==> src/rtl/qgroup.sv <==
// qgroup: adds one outer eot level to a queue stream.
// Completed input sub-transactions are counted; every item of the last
// sub-transaction in each group of N carries new_eot. N is read from the
// cfg stream and is consumed once per group, at the group's final item.
// The datapath is zero-latency; the only registered state is the counter.
module qgroup #(
    parameter int TDIN    = 16,
    parameter int DIN_LVL = 1,
    parameter int CFG_W   = 16
) (
    input  logic                      clk,
    input  logic                      rst,

    input  logic                      cfg_valid,
    output logic                      cfg_ready,
    input  logic [CFG_W-1:0]          cfg_data,

    input  logic                      din_valid,
    output logic                      din_ready,
    input  logic [DIN_LVL+TDIN-1:0]   din_data,

    output logic                      dout_valid,
    input  logic                      dout_ready,
    output logic [DIN_LVL+TDIN:0]     dout_data
);

    logic [CFG_W-1:0] cnt_q;
    logic [CFG_W-1:0] cnt_d;
    logic [CFG_W-1:0] n_eff;
    logic             last;
    logic             sub_eot;
    logic             din_xfer;

    // A flat stream has no eot bits, so every item closes its own sub-transaction.
    if (DIN_LVL > 0) begin : g_lvl
        assign sub_eot = &din_data[TDIN +: DIN_LVL];
    end else begin : g_flat
        assign sub_eot = 1'b1;
    end

    // Group size of zero behaves like one; n_eff is never zero so n_eff-1 cannot wrap.
    assign n_eff = (cfg_data == '0) ? CFG_W'(1) : cfg_data;
    assign last  = (cnt_q == (n_eff - CFG_W'(1)));

    assign dout_valid = din_valid & cfg_valid;
    assign din_ready  = dout_ready & cfg_valid;
    assign cfg_ready  = din_valid & dout_ready & sub_eot & last;
    assign din_xfer   = din_valid & din_ready;
    assign dout_data  = {last, din_data};

    // Advance on each completed sub-transaction; close the group on the last one.
    always_comb begin
        cnt_d = cnt_q;
        if (din_xfer && sub_eot) begin
            if (last) begin
                cnt_d = '0;
            end else begin
                cnt_d = cnt_q + CFG_W'(1);
            end
        end
    end

    // Counter register with synchronous reset.
    always_ff @(posedge clk) begin
        if (rst) begin
            cnt_q <= '0;
        end else begin
            cnt_q <= cnt_d;
        end
    end

    // A stalled output must hold its payload and new_eot.
    a_dout_stable: assert property (@(posedge clk) disable iff (rst)
        (dout_valid && !dout_ready) |=> $stable(dout_data));

    // The group size is only ever consumed together with the item that ends the group.
    a_cfg_with_din: assert property (@(posedge clk) disable iff (rst)
        (cfg_valid && cfg_ready) |-> din_ready);

endmodule
==> config.mk <==
export PLATFORM = sky130hd
export DESIGN_NAME = qgroup
export DESIGN_NICKNAME = d
export VERILOG_FILES = /design/src/rtl/qgroup.sv
export SDC_FILE = /design/constraint.sdc
export NUM_CORES = 1
export LEC_CHECK = 0
export CORE_MARGIN = 2
export CORE_UTILIZATION = 50
export DETAILED_ROUTE_END_ITERATION = 12
export PLACE_DENSITY = 0.94
export SLEW_MARGIN = 20
export SYNTH_ARGS = -nofsm -noshare
export SYNTH_HDL_FRONTEND = slang
export SYNTH_SLANG_ARGS = --single-unit
==> constraint.sdc <==
create_clock -name clk -period 5.75 [get_ports clk]
set_clock_uncertainty 0.05 [all_clocks]
set_input_delay 0.575 -clock clk [delete_from_list [all_inputs] [get_ports clk]]
set_output_delay 0.575 -clock clk [all_outputs]
set_load 0.005 [all_outputs]
== Yosys cells after proc, flatten, opt, wreduce, memory -nomap -nowiden ==
Index checks and enable logic that the tools add are counted.
Word-level totals
  bits in registers: 16
  input bits: 38
  output and inout port bits: 21
Operators by class
  muxes and demuxes: 2
  add/subtract/negate cells: 2
  equal/unequal tests: 1
  reduce and logical (&&, ||, !) cells: 2
  bitwise gates (word level): 6
Operators with widths (count)
  16-bit 2-to-1 mux: 2
  16-bit by 1-bit adder with 16-bit output (second input constant): 1
  16-bit == test: 1
  16-bit logical NOT: 1
  16-bit by 1-bit subtractor with 16-bit output (second input constant): 1
  1-bit bitwise AND: 6
  1-bit logical AND: 1

== Depth between registers and ports, before layout ==
  depth in word-level cells: 5
  depth in mapped cells: 15
  depth with buffers taken out: 12

== Worst setup path after synthesis ==
Ideal clock, no wire load.
  path kind: input -> output
  from: input port cfg_data[10]
  to: output port cfg_ready
  arrival: 3.177 ns
  required time: 5.125 ns
  slack: 1.948 ns
  stages: 13
  path through: clkbuf_1 > nor4_4 > nand3_1 > nor2_1 > nor2_1 > ha_1 > and2b_1 > or3_1 > a31oi_1 > o31ai_1 > nor3_1 > and4bb_2 > and4_1
Between the ends
  longest elaborated chain between the ends: 5
Ends and longest elaborated chain
  from (decl): line 16  | input logic [CFG_W-1:0] cfg_data,
  16-bit logical NOT: line 42  | assign n_eff = (cfg_data == '0) ? CFG_W'(1) : cfg_data;
  16-bit 2-to-1 mux (*): line 42
  16-bit by 1-bit subtractor with 16-bit output (*): line 43  | assign last = (cnt_q == (n_eff - CFG_W'(1)));
  16-bit == test (*): line 43
  net last: line 30  | logic last;
  1-bit bitwise AND (*): line 47  | assign cfg_ready = din_valid & dout_ready & sub_eot & last;
  to (decl): line 15  | output logic cfg_ready,
Mark *: on every way through the listed nets, which the timed path passes. The rest lies on a longest branch.

== Final worst setup path ==
  from: input port cfg_data[10]
  to: output port cfg_ready
Between the ends
  longest elaborated chain between the ends: 5
Ends and longest elaborated chain (line)
  16-bit logical NOT: 42
  16-bit 2-to-1 mux (*): 42
  16-bit by 1-bit subtractor with 16-bit output (*): 43
  16-bit == test (*): 43
  1-bit bitwise AND (*): 47
Every way passes the cells marked *; elsewhere a longest branch is shown, timed or not.

==> impl_metrics.csv <==
group,metric,value,unit
job,cap_violations,0,
grt,use_met2,39.7,%
power,power_switching,0.0679,mW
finish,largest_reg_flops,16,
grt,grt.met1_usage,26.8,%
die,die_area,3930,um^2
grt,antenna_found_initial,0,
finish,area_growth,9.59,%
power,p_leak,0.614,nW
yosys,ys.flop_type,"dfxtp_1",
grt,grt_max_degree,19,
yosys,synth-seq-cells,16,
sta,period_share,87.7,%
power,ir_worst_vdd,61.9,uV
placement,portBuffers,26,
worst_setup_path,crit_path_end_kind,"primary output",
clock_network,cts_root_buf,"clkbuf_4",
clock_network,cts-resized-gates,0,
sta,setup_viol,0,
clock_network,path_clk_slew,90,ps
grt,grtUsageTotal,22.4,%
power,swShare,27.5,%
clock_network,htree_levels,1,
finish,reg.largest.list,"cnt_q: 16 flops",
yosys,yosys.cell_types.count,53,
sta,holdWs,524,ps
clock_network,post_cts_buffers,0,
grt,busiest_layer,"met2",
die,core,3310,um^2
sta,period_needed,5040,ps
worst_setup_path,worstReg2RegStart,"cnt_q[8]",
die,start_util,52.0,%
worst_setup_path,slowest_delay,560,ps
drt,finalWirelength,4100,um
grt,grt_pass1_vias,1587,
clock_network,clk_latency,290,ps
placement,post-dp-hpwl,3260,um
drt,num_vias,1575,
drt,drt-pass1-iter-count,4,
yosys,synthTopCellsByArea,"dfxtp_1 19%, xnor2_1 9.7%, buf_4 7.8%",
yosys,yosysTopAreaCellShare,18.6,%
yosys,synthArstFlopShare,0,%
worst_setup_path,rrSetupSlack,3170,ps
worst_setup_path,worstPathMaxFanout,8,
die,die-width,62.7,um
yosys,synthCells,214,
power,p_int,0.179,mW
placement,postPlaceCellArea,1850,um^2
power,p_seq_share,45.5,%
drt,wire_per_inst,15.5,um
clock_network,clock-sinks,16,
drt,final_antenna_net_count,0,
grt,grt_pass1_wl,7160,um
sta,slew-limit-headroom,43.0,%
drt,drc,0,
worst_setup_path,reg2reg_to,"cnt_q[6]",
grt,met3_usage,2.88,%
yosys,syn-num-nets,254,
finish,final_cell_mix,"26 x clkdlybuf4s50_1, 19 x xnor2_1, 17 x nor2_1, 16 x dfxtp_1, 14 x nand2_1",
worst_setup_path,arrival,4420,ps
worst_setup_path,cp-start-kind,"input port",
hold_path,min_from,"cnt_q[15]",
power,clockPowerShare,30.6,%
sta,rsz0062_at_grt,"false",
hold_path,min_path_cells,2,
worst_setup_path,crit_chain,"clkdlybuf4s50_1 -> nor4_4 -> nand3_1 -> nor2_1 -> nor2_1 -> ha_1 -> and2b_1 -> or3_1 -> a31oi_1 -> o31ai_1 -> nor3_1 -> and4bb_2 -> and4_1 -> clkdlybuf4s50_1",
clock_network,clk_path_buf_depth,2,
die,rows,21,
yosys,syn-cell-area,1720,um^2
power,combPwrFrac,23.9,%
yosys,synth_top_area_cell,"dfxtp_1",
yosys,avgSynthCellArea,8.05,um^2
clock_network,cts_buffers,3,
drt,drtIter0Drc,131,
finish,n_antenna_cell,0,
drt,via_per_inst,5.97,
yosys,yosysSeqAreaShare,18.6,%
hold_path,holdPathEnd,"cnt_q[15]",
finish,stdcell_area,1890,um^2
clock_network,ctsHoldBuffers,0,
power,p_per_area,131,nW/um^2
yosys,synth_edf_count,0,
worst_setup_path,worstSetupPathType,"input port to primary output",
sta,drv_slew,0,
sta,finalHoldViolations,0,
finish,layout.nets,259,
yosys,yosys_warnings,0,
hold_path,hold_path_class,"flop to flop",
worst_setup_path,worstPathRequired,5120,ps
sta,setup_tns,0,ps
finish,top_register,"cnt_q",
placement,gp_congestion,0.914,
finish,drive_gt1_share,11.0,%
clock_network,cts_tree,"built",
worst_setup_path,reg2reg_depth,7,
die,io_pins,59,
die,die-height,62.7,um
run_status,run_status,"finished, final reports clean",
sta,max_freq,198,MHz
grt,overflow,0,
finish,final_common_cell,"clkdlybuf4s50_1",
sta,tightest_slew,852,ps
worst_setup_path,critical_path.slowest_cell,"clkdlybuf4s50_1",
-- cell families after synthesis --
family | after synthesis | share of synthesized area (%)
flip-flops | 16 | 18.6
buffers and inverters | 31 | 12.1
adder cells (fa/ha/maj) | 2 | 1.45
multiplexers | 2 | 1.16
AND/OR/NAND/NOR | 105 | 39.5
AO/OA/AOI/OAI | 28 | 12.0
XOR/XNOR | 30 | 15.3
-- per-stage QoR --
| stage | instances | power (mW) | worst slack (ps) | utilization, % |
|---|---|---|---|---|
| 6_report | 264 | 0.247 | 709 | 57.0 |
| 5_1_grt | 264 | 0.259 | 421 | 57.0 |
| 4_1_cts | 264 | 0.247 | 714 | 57.0 |
| 3_5_place_dp | 260 | 0.173 | 729 | 55.9 |
| 3_3_place_gp | 260 | 0.172 | 845 | 55.9 |
| 2_1_floorplan | 214 | 0.154 | 1950 | - |
-- per-layer routing --
layer	share of wire (%)	vias up	wire length (um)
met1	42	760	1730
met3	4.0	7	165
met5	0	-	0
li1	-	772	-
met4	2.1	0	86
met2	52	36	2120
-- final cells by class --
| cell class | instances | area [um^2] |
|---|---|---|
| fill | 310 | 1420 |
| multi-input combinational | 167 | 1190 |
| sequential | 16 | 320 |
| timing repair buffer | 26 | 260 |
| tap | 46 | 57.6 |
| clock buffer | 4 | 36.3 |
| inverter | 5 | 18.8 |
-- how the worst max path moves through the flow --
stage | cells past startpoint | start | endpoint
after floorplan | 13 | cfg_data[10] | cfg_ready
after global placement | 14 | cfg_data[10] | cfg_ready
after detailed placement | 14 | cfg_data[10] | cfg_ready
after CTS | 14 | cfg_data[10] | cfg_ready
after global routing | 14 | cfg_data[10] | cfg_ready
final | 14 | cfg_data[10] | cfg_ready
-- power by group through the flow --
stage / combinational, mW / clock (mW) / sequential (mW)
global placement: 0.0571 / 0 / 0.115
floorplan: 0.0390 / 0 / 0.115
detailed placement: 0.0585 / 0 / 0.115
CTS: 0.0588 / 0.0757 / 0.112
global route: 0.0646 / 0.0816 / 0.113
finish: 0.0591 / 0.0757 / 0.112
-- synthesized netlist by cell type (2+ instances only) --
| cell type | number |
|---|---|
| xnor2_1 | 19 |
| buf_4 | 18 |
| nor2_1 | 17 |
| dfxtp_1 | 16 |
| nand2_1 | 14 |
| xor2_1 | 11 |
| nand3_1 | 9 |
| nor3_1 | 9 |
| nor3_2 | 9 |
| a31oi_1 | 6 |
| clkbuf_1 | 5 |
| inv_1 | 5 |
| a21oi_1 | 4 |
| and3_1 | 4 |
| nand4_1 | 4 |
| nor3b_1 | 4 |
| o31ai_1 | 4 |
| or3_1 | 4 |
| and2_1 | 3 |
| nor2b_1 | 3 |
| nor4_1 | 3 |
| a211o_1 | 2 |
| a211oi_1 | 2 |
| a221oi_1 | 2 |
| ha_1 | 2 |
| mux2i_1 | 2 |
| nand2b_1 | 2 |
| nand3b_1 | 2 |
| nor4_4 | 2 |
| o21ai_0 | 2 |
| o311ai_0 | 2 |
| or4_1 | 2 |
-- worst max-delay path, delay by kind of cell --
kind	cells	cell delay, ps
AOI/OAI and AO/OA	2	360
adders and majority gates	1	300
buffers and inverters	2	1060
and+or+nand+nor	9	2120
Power figures use the tool's default switching activity.
